===== config.mk =====
export PLATFORM = sky130hd
export DESIGN_NAME = fact_job_sequencer
export DESIGN_NICKNAME = d
export VERILOG_FILES = /design/src/rtl/fact_job_sequencer.sv
export SDC_FILE = /design/constraint.sdc
export NUM_CORES = 1
export LEC_CHECK = 0
export ABC_AREA = 1
export ABC_CLOCK_PERIOD_IN_PS = 15800
export CAP_MARGIN = 20
export CORE_AREA = 3 3 176 178
export DETAILED_ROUTE_END_ITERATION = 6
export DIE_AREA = 0 0 179 181
export PLACE_DENSITY_LB_ADDON = 0.15
export REMOVE_ABC_BUFFERS = 1
export SYNTH_ARGS = -nofsm -noshare
export SYNTH_HDL_FRONTEND = slang
export SYNTH_SLANG_ARGS = --single-unit

===== constraint.sdc =====
create_clock -name clk -period 15.8 [get_ports clk]
set_input_delay 3.16 -clock clk [delete_from_list [all_inputs] [get_ports clk]]
set_output_delay 3.16 -clock clk [all_outputs]
set_load 0.005 [all_outputs]

===== src/rtl/fact_job_sequencer.sv =====
// fact_job_sequencer: bus master that runs one factorial job on the memory-mapped core.
// Optional build macro FSEQ_POLL_EN: poll opdone instead of using the interrupt.
module fact_job_sequencer #(
  parameter logic [15:0] FACT_BASE  = 16'h7000,
  parameter logic [31:0] WAIT_LIMIT = 32'd20000
) (
  input  logic         clk,
  input  logic         reset,
  input  logic         job_valid,
  output logic         job_ready,
  input  logic [63:0]  job_operand,
  input  logic [15:0]  job_dst,
  output logic         m_req,
  input  logic         m_grant,
  output logic         m_wr,
  output logic [15:0]  m_addr,
  output logic [63:0]  m_dout,
  input  logic [63:0]  m_din,
  input  logic         interrupt,
  output logic         busy,
  output logic         done,
  output logic         error,
  output logic [127:0] result
);

  localparam logic [15:0] A_START = FACT_BASE + 16'h0000;
  localparam logic [15:0] A_CLEAR = FACT_BASE + 16'h0008;
  localparam logic [15:0] A_DONE  = FACT_BASE + 16'h0010;
  localparam logic [15:0] A_INTR  = FACT_BASE + 16'h0018;
  localparam logic [15:0] A_OPND  = FACT_BASE + 16'h0020;
  localparam logic [15:0] A_RESH  = FACT_BASE + 16'h0028;
  localparam logic [15:0] A_RESL  = FACT_BASE + 16'h0030;

`ifdef FSEQ_POLL_EN
  localparam logic [63:0] INTR_VAL = 64'd0;
`else
  localparam logic [63:0] INTR_VAL = 64'd1;
`endif

  typedef enum logic [3:0] {
    S_IDLE, S_REQ, S_OPND, S_INTR, S_START, S_WAIT, S_RDH,
    S_RDL, S_MEML, S_MEMH, S_CLR1, S_CLR0, S_DONE, S_ABORT
  } state_t;

  state_t         state_q, state_d;
  logic [63:0]    opnd_q, opnd_d;
  logic [15:0]    dst_q, dst_d;
  logic [31:0]    cnt_q, cnt_d;
  logic           abort_q, abort_d;
  logic [63:0]    rh_q, rh_d;
  logic [127:0]   result_q, result_d;
  logic           wait_exit;

  always_ff @(posedge clk or posedge reset) begin
    if (reset) begin
      state_q  <= S_IDLE;
      opnd_q   <= '0;
      dst_q    <= '0;
      cnt_q    <= '0;
      abort_q  <= 1'b0;
      rh_q     <= '0;
      result_q <= '0;
    end else begin
      state_q  <= state_d;
      opnd_q   <= opnd_d;
      dst_q    <= dst_d;
      cnt_q    <= cnt_d;
      abort_q  <= abort_d;
      rh_q     <= rh_d;
      result_q <= result_d;
    end
  end

`ifdef FSEQ_POLL_EN
  assign wait_exit = (cnt_q[2:0] == 3'd7) && m_din[0];
`else
  assign wait_exit = interrupt;
`endif

  always_comb begin
    state_d  = state_q;
    opnd_d   = opnd_q;
    dst_d    = dst_q;
    cnt_d    = cnt_q;
    abort_d  = abort_q;
    rh_d     = rh_q;
    result_d = result_q;
    unique case (state_q)
      S_IDLE: begin
        if (job_valid) begin
          opnd_d  = job_operand;
          dst_d   = job_dst & 16'hFFF8;
          abort_d = 1'b0;
          state_d = S_REQ;
        end
      end
      S_REQ:   if (m_grant) state_d = S_OPND;
      S_OPND:  if (m_grant) state_d = S_INTR;
      S_INTR:  if (m_grant) state_d = S_START;
      S_START: begin
        if (m_grant) begin
          cnt_d   = '0;
          state_d = S_WAIT;
        end
      end
      S_WAIT: begin
        if (m_grant) begin
          cnt_d = cnt_q + 32'd1;
          if (wait_exit) begin
            state_d = S_RDH;
          end else if (cnt_q + 32'd1 >= WAIT_LIMIT) begin
            abort_d = 1'b1;
            state_d = S_CLR1;
          end
        end
      end
      S_RDH: begin
        if (m_grant) begin
          rh_d    = m_din;
          state_d = S_RDL;
        end
      end
      S_RDL: begin
        if (m_grant) begin
          result_d = {rh_q, m_din};
          state_d  = S_MEML;
        end
      end
      S_MEML:  if (m_grant) state_d = S_MEMH;
      S_MEMH:  if (m_grant) state_d = S_CLR1;
      S_CLR1:  if (m_grant) state_d = S_CLR0;
      S_CLR0:  if (m_grant) state_d = abort_q ? S_ABORT : S_DONE;
      S_DONE:  state_d = S_IDLE;
      S_ABORT: state_d = S_IDLE;
      default: state_d = S_IDLE;
    endcase
  end

  // Bus fields stay zero whenever grant is missing.
  always_comb begin
    job_ready = 1'b0;
    m_req     = 1'b0;
    m_wr      = 1'b0;
    m_addr    = '0;
    m_dout    = '0;
    busy      = 1'b0;
    done      = 1'b0;
    error     = 1'b0;
    unique case (state_q)
      S_IDLE:  job_ready = 1'b1;
      S_DONE:  done = 1'b1;
      S_ABORT: error = 1'b1;
      default: begin
        m_req = 1'b1;
        busy  = 1'b1;
        if (m_grant) begin
          unique case (state_q)
            S_OPND:  begin m_wr = 1'b1; m_addr = A_OPND;  m_dout = opnd_q;   end
            S_INTR:  begin m_wr = 1'b1; m_addr = A_INTR;  m_dout = INTR_VAL; end
            S_START: begin m_wr = 1'b1; m_addr = A_START; m_dout = 64'd1;    end
            S_RDH:   m_addr = A_RESH;
            S_RDL:   m_addr = A_RESL;
            S_MEML:  begin m_wr = 1'b1; m_addr = dst_q;          m_dout = result_q[63:0];   end
            S_MEMH:  begin m_wr = 1'b1; m_addr = dst_q + 16'd8; m_dout = result_q[127:64]; end
            S_CLR1:  begin m_wr = 1'b1; m_addr = A_CLEAR; m_dout = 64'd1;    end
            S_CLR0:  begin m_wr = 1'b1; m_addr = A_CLEAR; m_dout = 64'd0;    end
`ifdef FSEQ_POLL_EN
            S_WAIT:  if (cnt_q[2:0] == 3'd7) m_addr = A_DONE;
`endif
            default: ;
          endcase
        end
      end
    endcase
  end

  assign result = result_q;

endmodule


==> impl_metrics.csv <==
group,metric,value,unit
global_routing,grt_pass1_wl,69.83,mm
layout,layout_common_cells,"nand2_1, clkdlybuf4s50_1, dfrtp_1",
job,maxCapViolations,0,
cts,htreeDepth,2,
layout,seqCellArea,0.007657,sq mm
power_and_ir_drop,comb_power_share,0.335,
timing,rsz0062_at_grt,"false",
routing,wl_met3,3.662,mm
run_status,outcome,"finished clean",
cts,cts_tree,"yes",
timing,finalCritPeriodShare,0.5714,
timing,hold_violations,0,
yosys,synthFlopType,"dfrtp_1",
yosys,synth_edf_count,0,
routing,drcViolationCount,0,
timing,tightest_slew,1066,ps
floorplan,initial_core_util,0.4977,
global_routing,grt_start_max_net_pins,120,
power_and_ir_drop,power_switching,1.058,mW
placed_design,dp_slack,6746,ps
cts,cts.path.max_buffers,3,
cts,cts_made_buffers,35,
routing,drtPass1Iterations,7,
cts,cts_hold_buffers,0,
layout,layout-area-overhead-vs-synth,33.59,%
placed_design,post_dp_cell_area,0.01852,sq mm
placed_design,hpwl,28.40,mm
timing,finalSetupTns,0,ps
yosys,synthTopCellsByArea,"dfrtp_1, nand2_1, o21ai_0, inv_1, mux2_2",
yosys,synthArstFlopShare,1.000,
timing,fin_worst_skew,18.14,ps
yosys,synthDominantCellAreaShare,0.5205,
cts,cts_resized,0,
yosys,ys_ff_latch,306,
cts,cts_root_buf,"clkbuf_16",
power_and_ir_drop,seq_power_share,0.418,
cts,insertion_delay,520,ps
global_routing,grt_pass1_vias,13360,
layout,multi_input_area,0.005700,sq mm
timing,slew_headroom,0.2896,
layout,nets,2257,
global_routing,grtUsageTotal,0.2691,
worst_hold_path,hp-class,"register to register",
placed_design,gp_congestion,0.8844,
yosys,yosysTopAreaCell,"dfrtp_1",
layout,n_fill_cell,2500,
timing,slew_violations,0,
layout,final_common_cell,"nand2_1",
routing,wl_per_cell,17.15,um
power_and_ir_drop,clock_power_share,0.247,
power_and_ir_drop,vdd_drop_max,0.00009111,V
critical_path,cp_cell_sequence,"buf_2 > buf_4 > clkinv_1 > a221oi_1 > clkdlybuf4s50_1",
routing,highest_layer,"met5",
critical_path,cp_max_fo,68,
power_and_ir_drop,powerDensity,158.6,mW/mm^2
routing,drt_iter0_markers,772,
critical_path,cpPeakStageDelay,780,ps
critical_path,cp-end-kind,"output pin",
critical_path,worstSetupPathType,"input port to output pin",
cts,cts_sinks,306,
critical_path,cp_slowest_cell,"clkinv_1",
yosys,syn_inst,1787,
power_and_ir_drop,internal_power,2.058,mW
yosys,syn_avg_cell_area,8.233,sq um
global_routing,antenna_found_initial,5,
timing,setup_ws,6772,ps
floorplan,die_x,179,um
layout,drive_gt1_frac,0.07801,
yosys,yosysSeqAreaShare,0.5205,
routing,wl,43.23,mm
placed_design,port_buffers,356,
critical_path,startpoint_type,"input port",
floorplan,die-height,181,um
power_and_ir_drop,leakagePower,9.435,nW
timing,finalSetupViolCount,0,
layout,finalInstanceArea,0.01965,sq mm
yosys,synthDistinctLibCells,40,
yosys,syn_area,0.01471,sq mm
critical_path,arrival,5870,ps
cts,path_clk_slew,50,ps
power_and_ir_drop,total_power,3.116,mW
critical_path,crit_required,12640,ps
cts,post_cts_buffers,0,
floorplan,io_pins,363,
timing,fin_hold_ws,477.0,ps
timing,fmax,110.8,MHz
routing,m1WireLength,17.13,mm
yosys,yosys_warnings,0,
routing,antenna_left,0,
floorplan,die_area,0.03240,sq mm
floorplan,core,0.02956,sq mm
timing,timing.final.crit_period,9028,ps
global_routing,overflow,0,
floorplan,row_count,63,
routing,avgViaCountPerCell,5.208,
power_and_ir_drop,swShare,0.3396,
routing,routed-wl-met2,20.56,mm
routing,vias,13130,
-- cell families after synthesis --
logic type,Yosys count,share of synthesized area
flip-flops,306,0.5205
XOR/XNOR,8,0.004763
adder cells (fa/ha/maj),2,0.001701
AND/OR/NAND/NOR,712,0.2008
multiplexers,63,0.04822
buffers and inverters,360,0.09457
other,1,0.0002549
AO/OA/AOI/OAI,335,0.1292
-- cells in the mapped netlist, types with 3 or more instances --
library cell and n:
nand2_1 553, dfrtp_1 306, inv_1 265, o21ai_0 225, nor2_1 79, mux2_2 63, o211ai_1 63, clkbuf_1 61
nand3_1 34, buf_2 20, a21oi_1 16, nor3_1 11, o22ai_1 10, xor2_1 8, nand2_2 6, nand4_1 6
nor2_4 6, a31oi_1 5, buf_1 5, a22o_1 4, buf_4 4, nand2_4 4, nor2_2 4, nor2_8 4
inv_2 3, o21ai_1 3
-- routing by layer --
metal	global-route usage	vias to the layer above
met1	0.3349	6269
met5	0	-
met4	0.1110	6
met2	0.4363	453
met3	0.08134	111
li1	-	6286
-- path summary, 6_finish.rpt --
| check | from | to | slack, ps | cells past startpoint |
|---|---|---|---|---|
| max in group asynchronous | reset | result[39]$_DFFE_PP0P_ | 10540 | 4 |
| min reg2reg | rh_q[31]$_DFFE_PP0P_ | rh_q[31]$_DFFE_PP0P_ | 480 | 2 |
| max reg2reg | state_q[1]$_DFFE_PP0P_ | result[107]$_DFFE_PP0P_ | 12440 | 6 |
| min | rh_q[31]$_DFFE_PP0P_ | rh_q[31]$_DFFE_PP0P_ | 480 | 2 |
| max | m_grant | m_addr[9] | 6770 | 5 |
| min in group asynchronous | reset | dst_q[6]$_DFFE_PP0P_ | 3150 | 2 |
-- final cells by class --
class | instances | share of cell area
sequential | 306 | 0.3896
multi-input combinational | 1123 | 0.2900
timing repair buffer | 370 | 0.1876
clock buffer | 53 | 0.05316
inverter | 270 | 0.05208
tap | 390 | 0.02483
clock inverter | 6 | 0.002419
antenna | 2 | 0.0002546
-- flip-flops by register name (all words and copies together) (netlist names) --
signal	cells
rh_q	64
opnd_q	64
state_q	4
result	128
cnt_q	32
dst_q	13
abort_q	1
-- critical path: cells and delay by family --
kind,cells,cell delay [ps]
AOI/OAI and AO/OA,1,510
buffers and inverters,4,2180
-- through the flow --
step | instances | utilization
2_1_floorplan | 1699 | -
3_3_place_gp | 2457 | 0.6265
3_5_place_dp | 2457 | 0.6265
4_1_cts | 2516 | 0.6634
5_1_grt | 2520 | 0.6649
6_report | 2520 | 0.6649
-- power by group through the flow --
stage / logic (mW) / clock network (mW) / registers [mW]
detailed placement: 1.04 / 0 / 1.31
global placement: 1.01 / 0 / 1.30
finish: 1.04 / 0.770 / 1.30
global route: 1.17 / 0.817 / 1.34
CTS: 1.05 / 0.787 / 1.30
floorplan: 0.535 / 0 / 1.26
Power figures use the tool's default switching activity.
